File: config.mk
export PLATFORM = sky130hd
export DESIGN_NAME = hs_stream_src_flat
export DESIGN_NICKNAME = d
export VERILOG_FILES = /design/src/rtl/hs_stream_src_pkg.sv /design/src/rtl/hs_stream_src_if.sv /design/src/rtl/hs_pattern_ram.sv /design/src/rtl/hs_stream_src.sv /design/src/flat_wrapper.sv
export SDC_FILE = /design/constraint.sdc
export NUM_CORES = 1
export LEC_CHECK = 0
export CORE_ASPECT_RATIO = 1.5
export CORE_MARGIN = 2
export CORE_UTILIZATION = 52
export CTS_CLUSTER_SIZE = 24
export DETAILED_ROUTE_END_ITERATION = 10
export PLACE_DENSITY_LB_ADDON = 0.25
export SLEW_MARGIN = 25
export SYNTH_ARGS = -nofsm -noshare
export SYNTH_HDL_FRONTEND = slang
export SYNTH_SLANG_ARGS = --single-unit
File: constraint.sdc
create_clock -name sys_clk -period 2.1 [get_ports sys_clk]
set_clock_uncertainty 0.1 [all_clocks]
set_input_delay 0.21 -clock sys_clk [delete_from_list [all_inputs] [get_ports sys_clk]]
set_output_delay 0.21 -clock sys_clk [all_outputs]
set_load 0.005 [all_outputs]
File: src/rtl/hs_stream_src_pkg.sv
// rtl/hs_stream_src_pkg.sv - shared state enum, stall counter width and reset pattern for hs_stream_src
package hs_pkg;

  typedef enum logic [1:0] {
    IDLE = 2'd0,
    SEND = 2'd1,
    DONE = 2'd2
  } state_e;

  localparam int STALL_W = 16;

  // Power-on content of table entry i; callers truncate to their beat width.
  function automatic int reset_pattern(input int i);
    return i;
  endfunction

endpackage

File: src/rtl/hs_stream_src_if.sv
// rtl/hs_stream_src_if.sv - valid/ready/last beat channel between hs_stream_src and its slave
interface hs_stream_src_if #(
  parameter int DATA_W = 8
);
  logic              valid_up;
  logic [DATA_W-1:0] data_up;
  logic              last_up;
  logic              ready_up;

  modport master (output valid_up, data_up, last_up, input ready_up);
  modport slave  (input valid_up, data_up, last_up, output ready_up);
endinterface

File: src/rtl/hs_pattern_ram.sv
// rtl/hs_pattern_ram.sv - DEPTH x DATA_W pattern table, sync write, comb read, reset to entry i = i
module hs_pattern_ram #(
  parameter int DATA_W = 8,
  parameter int DEPTH  = 4,
  parameter int AW     = $clog2(DEPTH)
) (
  input  logic              clk_i,
  input  logic              rst_i,
  input  logic              we_i,
  input  logic [AW-1:0]     waddr_i,
  input  logic [DATA_W-1:0] wdata_i,
  input  logic [AW-1:0]     raddr_i,
  output logic [DATA_W-1:0] rdata_o
);
  import hs_pkg::*;

  logic [DATA_W-1:0] mem_q [DEPTH];

  // Table storage: reload the ramp pattern on reset, otherwise take writes.
  always_ff @(posedge clk_i) begin
    if (rst_i) begin
      for (int i = 0; i < DEPTH; i++) begin
        mem_q[i] <= DATA_W'(reset_pattern(i));
      end
    end else if (we_i) begin
      mem_q[waddr_i] <= wdata_i;
    end
  end

  // A same-cycle write is not seen here, so a concurrent load gets the old value.
  assign rdata_o = mem_q[raddr_i];

endmodule

File: src/rtl/hs_stream_src.sv
// rtl/hs_stream_src.sv - table-driven burst stream source; HS_SRC_STALL_CNT_EN enables the stall counter
module hs_stream_src #(
  parameter int DATA_W = 8,
  parameter int DEPTH  = 4,
  parameter int AW     = $clog2(DEPTH),
  parameter int LEN_W  = 8
) (
  input  logic                       sys_clk,
  input  logic                       sys_rst,
  input  logic                       cfg_we,
  input  logic [AW-1:0]              cfg_addr,
  input  logic [DATA_W-1:0]          cfg_wdata,
  input  logic                       start,
  input  logic [AW-1:0]              start_idx,
  input  logic [LEN_W-1:0]           burst_len,
  hs_stream_src_if.master            up,
  output logic                       busy,
  output logic                       done,
  output logic [hs_pkg::STALL_W-1:0] stall_cnt
);
  import hs_pkg::*;

  state_e            state_q, state_d;
  logic [AW-1:0]     idx_q, idx_d;
  logic [LEN_W-1:0]  rem_q, rem_d;
  logic              valid_q, valid_d;
  logic              last_q, last_d;
  logic [DATA_W-1:0] data_q, data_d;
  logic [AW-1:0]     rd_addr;
  logic [DATA_W-1:0] rd_data;
  logic              xfer;

  hs_pattern_ram #(
    .DATA_W (DATA_W),
    .DEPTH  (DEPTH),
    .AW     (AW)
  ) u_ram (
    .clk_i   (sys_clk),
    .rst_i   (sys_rst),
    .we_i    (cfg_we),
    .waddr_i (cfg_addr),
    .wdata_i (cfg_wdata),
    .raddr_i (rd_addr),
    .rdata_o (rd_data)
  );

  assign xfer = valid_q && up.ready_up;

  // State, burst position and the registered output beat.
  always_ff @(posedge sys_clk) begin
    if (sys_rst) begin
      state_q <= IDLE;
      idx_q   <= '0;
      rem_q   <= '0;
      valid_q <= 1'b0;
      last_q  <= 1'b0;
      data_q  <= '0;
    end else begin
      state_q <= state_d;
      idx_q   <= idx_d;
      rem_q   <= rem_d;
      valid_q <= valid_d;
      last_q  <= last_d;
      data_q  <= data_d;
    end
  end

  // Next state, table read address and next beat; the beat only changes on acceptance.
  always_comb begin
    state_d = state_q;
    idx_d   = idx_q;
    rem_d   = rem_q;
    valid_d = valid_q;
    last_d  = last_q;
    data_d  = data_q;
    rd_addr = idx_q + AW'(1);
    case (state_q)
      IDLE: begin
        rd_addr = start_idx;
        if (start) begin
          idx_d = start_idx;
          rem_d = burst_len;
          if (burst_len == '0) begin
            state_d = DONE;
          end else begin
            valid_d = 1'b1;
            data_d  = rd_data;
            last_d  = (burst_len == LEN_W'(1));
            state_d = SEND;
          end
        end
      end
      SEND: begin
        if (xfer) begin
          if (last_q) begin
            valid_d = 1'b0;
            last_d  = 1'b0;
            state_d = DONE;
          end else begin
            idx_d  = idx_q + AW'(1);
            rem_d  = rem_q - LEN_W'(1);
            data_d = rd_data;
            last_d = (rem_q == LEN_W'(2));
          end
        end
      end
      DONE: begin
        state_d = IDLE;
      end
      default: begin
        state_d = IDLE;
      end
    endcase
  end

  assign up.valid_up = valid_q;
  assign up.data_up  = data_q;
  assign up.last_up  = last_q;
  assign busy        = (state_q == SEND);
  assign done        = (state_q == DONE);

`ifdef HS_SRC_STALL_CNT_EN
  logic [STALL_W-1:0] stall_q;

  // Backpressure cycles of the current or most recent burst, saturating.
  always_ff @(posedge sys_clk) begin
    if (sys_rst) begin
      stall_q <= '0;
    end else if (state_q == IDLE && start) begin
      stall_q <= '0;
    end else if (valid_q && !up.ready_up && stall_q != '1) begin
      stall_q <= stall_q + STALL_W'(1);
    end
  end

  assign stall_cnt = stall_q;
`else
  assign stall_cnt = '0;
`endif

endmodule

File: src/flat_wrapper.sv
// flat-port wrapper written by rule: the top's interface ports become plain ports
module hs_stream_src_flat import hs_pkg::*;
#(
  parameter int DATA_W = 8,
  parameter int DEPTH  = 4,
  parameter int AW     = $clog2(DEPTH),
  parameter int LEN_W  = 8
)
  (sys_clk, sys_rst, cfg_we, cfg_addr, cfg_wdata, start, start_idx, burst_len, busy, done, stall_cnt, up_valid_up, up_data_up, up_last_up, up_ready_up);
  hs_stream_src_if #(.DATA_W(DATA_W)) up_i ();
  input  logic sys_clk;
  input  logic sys_rst;
  input  logic cfg_we;
  input  logic [AW-1:0] cfg_addr;
  input  logic [DATA_W-1:0] cfg_wdata;
  input  logic start;
  input  logic [AW-1:0] start_idx;
  input  logic [LEN_W-1:0] burst_len;
  output logic busy;
  output logic done;
  output logic [hs_pkg::STALL_W-1:0] stall_cnt;
  output wire logic [$bits(up_i.valid_up)-1:0] up_valid_up;
  output wire logic [$bits(up_i.data_up)-1:0] up_data_up;
  output wire logic [$bits(up_i.last_up)-1:0] up_last_up;
  input wire logic [$bits(up_i.ready_up)-1:0] up_ready_up;
  assign up_valid_up = up_i.valid_up;
  assign up_data_up = up_i.data_up;
  assign up_last_up = up_i.last_up;
  assign up_i.ready_up = up_ready_up;
  hs_stream_src #(.DATA_W(DATA_W), .DEPTH(DEPTH), .AW(AW), .LEN_W(LEN_W)) u_core (.sys_clk(sys_clk), .sys_rst(sys_rst), .cfg_we(cfg_we), .cfg_addr(cfg_addr), .cfg_wdata(cfg_wdata), .start(start), .start_idx(start_idx), .burst_len(burst_len), .up(up_i), .busy(busy), .done(done), .stall_cnt(stall_cnt));
endmodule
## Yosys cells after proc, flatten, opt, wreduce, memory -nomap -nowiden

Memories as Yosys holds them, arrays and structs flattened.
Index checks and enable logic that the tools add are counted.

| storage, ports and cells | value |
|---|---|
| latch bits | 0 |
| bits of input ports | 25 |
| memory bits (read-only) | 0 |
| bits in writable memories | 32 |
| memories | 1 |
| register bits | 22 |

Memories:

| memory | words | width | read ports | clocked after memory_dff | write ports | RTL line | source |
|---|---|---|---|---|---|---|---|
| u_core.u_ram.mem_q | 4 | 8 | 1 | 0 | 4 | hs_pattern_ram.sv:17 | `logic [DATA_W-1:0] mem_q [DEPTH];` |

| cells by class | value |
|---|---|
| mux-type cells | 37 |
| $mul | 0 |
| reduce and logical (&&, ||, !) cells | 10 |
| div/mod/pow operators | 0 |
| order comparisons | 0 |
| shifts and indexed selects | 0 |
| eq/ne operators | 9 |
| add/subtract/negate cells | 2 |
| bitwise logic cells | 0 |

Operators by type and width:

| operator | count |
|---|---|
| 8-bit 2-to-1 mux | 8 |
| 8-bit case mux with 2 select lines | 2 |
| 2-bit 2-to-1 mux | 9 |
| 1-bit 2-to-1 mux | 14 |
| 5-bit AND reduction | 2 |
| 8-bit by 1-bit == test with 1-bit output, second input constant | 1 |
| 8-bit by 2-bit == test with 1-bit output, second input constant | 1 |
| 8-bit zero test | 1 |
| 2-bit case mux with 2 select lines | 2 |
| 4-bit AND reduction | 2 |
| 8-bit OR reduction | 1 |
| 8-bit by 1-bit subtractor with 8-bit output, second input constant | 1 |
| 2-bit inequality test, second input constant | 3 |
| 2-bit by 1-bit inequality test with 1-bit output, second input constant | 2 |
| 1-bit case mux with 2 select lines | 2 |
| 3-bit AND reduction | 1 |
| 2-bit by 1-bit adder with 2-bit output, second input constant | 1 |
| 2-bit by 1-bit == test with 1-bit output, second input constant | 1 |
| 2-bit == test, second input constant | 1 |
| 2-bit zero test | 1 |
| 2-bit nonzero test | 1 |
| 1-bit logical AND | 1 |

## Depth between registers and ports, before layout

An unclocked memory read counts as a cell.

| logic depth | value |
|---|---|
| depth after elaboration | 6 |
| mapped depth | 7 |
| gate-level depth less buffers | 6 |

## Cells and area by module

A second synthesis with hierarchy kept.

| unflattened totals | value |
|---|---|
| cell total of the unflattened synthesis | 256 |
| area total of the unflattened synthesis | 2860.2 sq um |

By module, submodules not included:

| module | seq. area each (sq um) | cells each | area an instance (sq um) | instances |
|---|---|---|---|---|
| hs_pattern_ram | 960.9 | 84 | 1456.4 | 1 |
| hs_stream_src | 440.4 | 172 | 1403.8 | 1 |

## Worst setup path after synthesis

No wires, ideal clock.

| timing | value |
|---|---|
| path type | register to register |
| start point | register u_core.state_q[1] |
| end point | register u_core.data_q[3] (netlist: u_core.up.data_up[3]) |
| path buffers | 2 |
| cell stages (with the launch flop) | 7 |
| arrival time | 1.501 ns |
| path slack | 0.374 ns |
| setup time | 0.125 ns |
| period minus slack after synthesis | 1.726 ns |
| data required time | 1.875 ns |
| path through | dfxtp_1 > buf_2 > nor3_2 > clkbuf_1 > a211oi_1 > a211oi_1 > o31ai_1 |

| on the way | value |
|---|---|
| cells in the longest elaborated chain, start to end | 6 |
| elaborated cells on any way between the ends | 15 |
| those cells by class | eq/ne (5); mux (6); reduce/logical (3); memory (1) |

RTL lines:

| what | RTL line | source |
|---|---|---|
| from (decl) | hs_stream_src.sv:23 | `state_e state_q, state_d;` |
| from (signal assigned) | hs_stream_src.sv:59 | `state_q <= state_d;` |
| 2-bit zero test | hs_stream_src.sv:77 | `case (state_q)` |
| 2-bit 2-to-1 mux | hs_stream_src.sv:77 |  |
| memory 4 x 8 bit | - |  |
| 8-bit 2-to-1 mux, on equally long branches | hs_stream_src.sv:95, hs_stream_src.sv:83 |  |
| 8-bit 2-to-1 mux, on equally long branches | hs_stream_src.sv:94, hs_stream_src.sv:80 |  |
| 8-bit case mux with 2 select lines | hs_stream_src.sv:77 |  |
| to (signal assigned) | hs_stream_src.sv:64 | `data_q <= data_d;` |
| to (decl) | hs_stream_src.sv:28 | `logic [DATA_W-1:0] data_q, data_d;` |

Parallel ways exist; a longest one is shown, timed or not. The select of a mux whose other input is x is not followed.
A chain may end at the register's enable or synchronous reset.

## Worst setup path after layout

| timing | value |
|---|---|
| start point | register u_core.state_q[1] |
| end point | output port busy |

| on the way | value |
|---|---|
| cells in the longest elaborated chain, start to end | 1 |

RTL lines:

| what | RTL line | source |
|---|---|---|
| 2-bit by 1-bit == test with 1-bit output | hs_stream_src.sv:119 | `assign busy = (state_q == SEND);` |
| to (decl) | flat_wrapper.sv:19 | `output logic busy;` |

Every way passes these cells.

==> results_dict.tcl <==
set metrics [dict create \
    status "finished, final reports clean" \
    cts_tree "yes" \
    dp_cells 404 \
    via_per_inst 5.53 \
    pwr-share-comb_pct 21.6 \
    grt_use_total_pct 23.1 \
    netlist-cell-type-count 48 \
    seqPwrFrac_pct 50.9 \
    crit_start "u_core.state_q[1]" \
    vias 2319 \
    crit_required_ps 1790 \
    synthCells 293 \
    crit_family "buffers and inverters" \
    p_switching_w 0.000663 \
    holdCritPathClass "register to register" \
    ys_ff_latch 54 \
    die_h_um 95.7 \
    finalSetupViolations 0 \
    syn_area_mm2 0.00291 \
    critical-path-slowest-cell "clkdlybuf4s50_1" \
    ctsHoldBuffers 0 \
    cts_root_buffer "clkbuf_8" \
    endpoint_kind "primary output" \
    fillers 469 \
    crit_fanout 4 \
    port_buffers 36 \
    p_int_w 0.00182 \
    grt_max_degree 20 \
    fmax_mhz 515 \
    grt_pass1_wl_mm 10.7 \
    drcViolationCount 0 \
    timing.final.crit_share_pct 92.5 \
    critPathKind "register to primary output" \
    clk_pin_slew_worst_paths_ps 90 \
    critPathBufInv 3 \
    netSwitchingFraction_pct 26.7 \
    critPathMaxStageDelay_ps 510 \
    die_w_um 65.1 \
    place_hpwl_mm 5.14 \
    final-hold-violation-count 0 \
    dr.pass1.iters 5 \
    p_clk_share_pct 27.5 \
    clkSinkCount 54 \
    rrSetupSlack_ps 200 \
    core_mm2 0.00545 \
    start_util_pct 53.4 \
    gp_congestion 1.01 \
    area.growth.synth_to_final_pct 22.4 \
    syn_area_per_cell_um2 9.94 \
    yosysWarnings 0 \
    overflow 0 \
    n_antenna_cell 0 \
    min_from "u_core.idx_q[1]" \
    seq_area_frac_synth_pct 48.1 \
    ant_nets 0 \
    worstMarginPinSlew_ps 530 \
    cap_violations 0 \
    leakagePower_nw 1.34 \
    boundaryPins 53 \
    routed_wl_mm 6.65 \
    worstPathCellList "buf_4 -> nand2b_1 -> inv_1 -> clkdlybuf4s50_1" \
    clockBufferDepth 2 \
    routedWlPerCell_um 15.9 \
    worst_ir_drop_vdd_uv 492 \
    placed_cell_area_mm2 0.00339 \
    antenna_found_initial 0 \
    post_route_cells_drive_above_1_share_pct 13.8 \
    cts_buffers 5 \
    start_kind "register" \
    layout.nets 375 \
    clk_latency_ps 310 \
    slew_headroom_pct 64.4 \
    rsz0062_at_grt "no" \
    drtIter0Drc 181 \
    r2r_start "u_core.state_q[0]" \
    htree_levels 2 \
    period_needed_ps 1940 \
    grt_pass1_vias 2178 \
    layout.cells.non_filler 419 \
    finalPower_w 0.00248 \
    drv_slew 0 \
    cp.arrival_ps 1630 \
    p_per_area_mw_per_mm2 695 \
    design_area_mm2 0.00356 \
    rows 33 \
    dieArea_mm2 0.00623 \
]
-- cells in the mapped netlist (all sizes together) --
| cell type | count | area (um2) |
|---|---|---|
| nand4b | 3 | 26.3 |
| a41oi | 1 | 8.76 |
| inv | 22 | 82.6 |
| nand4 | 1 | 6.26 |
| a221oi | 1 | 8.76 |
| nand3b | 2 | 15.0 |
| nand2 | 12 | 45.0 |
| edfxtp | 32 | 961 |
| or4 | 2 | 22.5 |
| o21ba | 1 | 10.0 |
| a21o | 6 | 45.0 |
| a211oi | 35 | 268 |
| o211ai | 9 | 67.6 |
| o21a | 1 | 7.51 |
| nor4 | 2 | 27.5 |
| a31oi | 1 | 6.26 |
| conb | 1 | 3.75 |
| and2 | 28 | 175 |
| and3 | 1 | 6.26 |
| nor2 | 8 | 30.0 |
| clkbuf | 8 | 30.0 |
| nor4b | 2 | 17.5 |
| nand3 | 4 | 20.0 |
| mux2 | 1 | 11.3 |
| buf | 23 | 163 |
| a311oi | 2 | 17.5 |
| nor2b | 3 | 18.8 |
| nor3b | 2 | 15.0 |
| o22ai | 2 | 12.5 |
| o31ai | 9 | 67.6 |
| o2bb2ai | 1 | 8.76 |
| a21oi | 15 | 75.1 |
| o21ai | 9 | 45.0 |
| nand2b | 7 | 43.8 |
| xnor2 | 1 | 8.76 |
| ha | 2 | 25.0 |
| nor3 | 4 | 25.0 |
| dfxtp | 22 | 440 |
| or2 | 4 | 25.0 |
| or3 | 3 | 20.0 |
-- power by group through the flow --
stage / Sequential [W] / Combinational [W] / Clock [W]
6_report: 0.00126 / 0.000536 / 0.000682
5_1_grt: 0.00127 / 0.000588 / 0.000733
4_1_cts: 0.00126 / 0.000515 / 0.000689
3_5_place_dp: 0.00128 / 0.000511 / 0
3_3_place_gp: 0.00128 / 0.000501 / 0
2_1_floorplan: 0.00127 / 0.000325 / 0
-- state kept, by name, indices dropped and copies added, names as in the netlist --
signal              count
u_core.idx_q            2
u_core.up.last_up       1
u_core.u_ram.mem_q     32
u_core.up.valid_up      1
u_core.up.data_up       8
u_core.state_q          2
u_core.rem_q            8
-- worst reg2reg max path, cell delays in order, from the launching register on --
cell and delay (ps):
dfxtp_2 390, buf_4 170, nand2b_1 200, a21o_1 200
or3_1 480, o31ai_1 290
-- logic make-up (layout without fill, tap and decap cells) --
group | Yosys count | in the layout | share of synthesized area [%]
fa+ha+maj | 2 | 2 | 0.859
simple gates | 88 | 88 | 18.5
mux | 1 | 1 | 0.387
other cells | 1 | 16 | 0.129
buf+inv | 53 | 94 | 9.45
compound gates | 93 | 93 | 22.3
flops | 54 | 54 | 48.1
xor+xnor | 1 | 1 | 0.301
-- path summary, 6_finish.rpt --
path,to,depth (start not counted)
worst max-delay path,busy,4
worst min-delay path,u_core.idx_q[1],2
worst max register to register,u_core.up.data_up[3],5
worst min register to register,u_core.idx_q[1],2
-- routing by layer --
metal	routed length, um	global-route usage (%)
met4	214	9.20
met2	3790	47.0
met5	0	0
met1	2450	23.0
met3	196	3.19
-- cell type report --
cell class	instances	area, um2	share of cell area, %
Clock buffer	6	72.6	2.04
Clock inverter	2	37.5	1.05
Inverter	22	82.6	2.32
Multi-Input combinational cell	201	1300	36.4
Sequential cell	54	1400	39.3
Tap cell	70	87.6	2.46
Timing Repair Buffer	64	583	16.4
-- timing repair --
item                                    in CTS  in global routing
endpoints found under the setup margin       8                  9
pin swaps                                    0                  1
setup buffers                                0                  7
gates resized for setup                      1                  1
-- stage by stage --
stage | util, % | TNS, ps | setup slack, ps | hold WS (ps)
finish | 65.4 | 0 | 158 | 415
global placement | 62.3 | -1590 | -176 | 394
CTS | 64.4 | 0 | 44.7 | 419
global route | 65.4 | 0 | 66.6 | 450
detailed placement | 62.3 | -2490 | -319 | 401
floorplan | - | 0 | 374 | 273
-- cells in the final DEF, fill, tap and decap left out, types with 9 or more instances in the layout --
cell type / n
a21oi_1: 15
buf_4: 27
o31ai_1: 9
edfxtp_1: 32
dfxtp_1: 21
nand2_1: 12
clkdlybuf4s50_1: 36
inv_1: 22
conb_1: 16
and2_1: 28
a211oi_1: 34
o211ai_1: 9
Note: power is estimated with default switching activity, not from simulation.
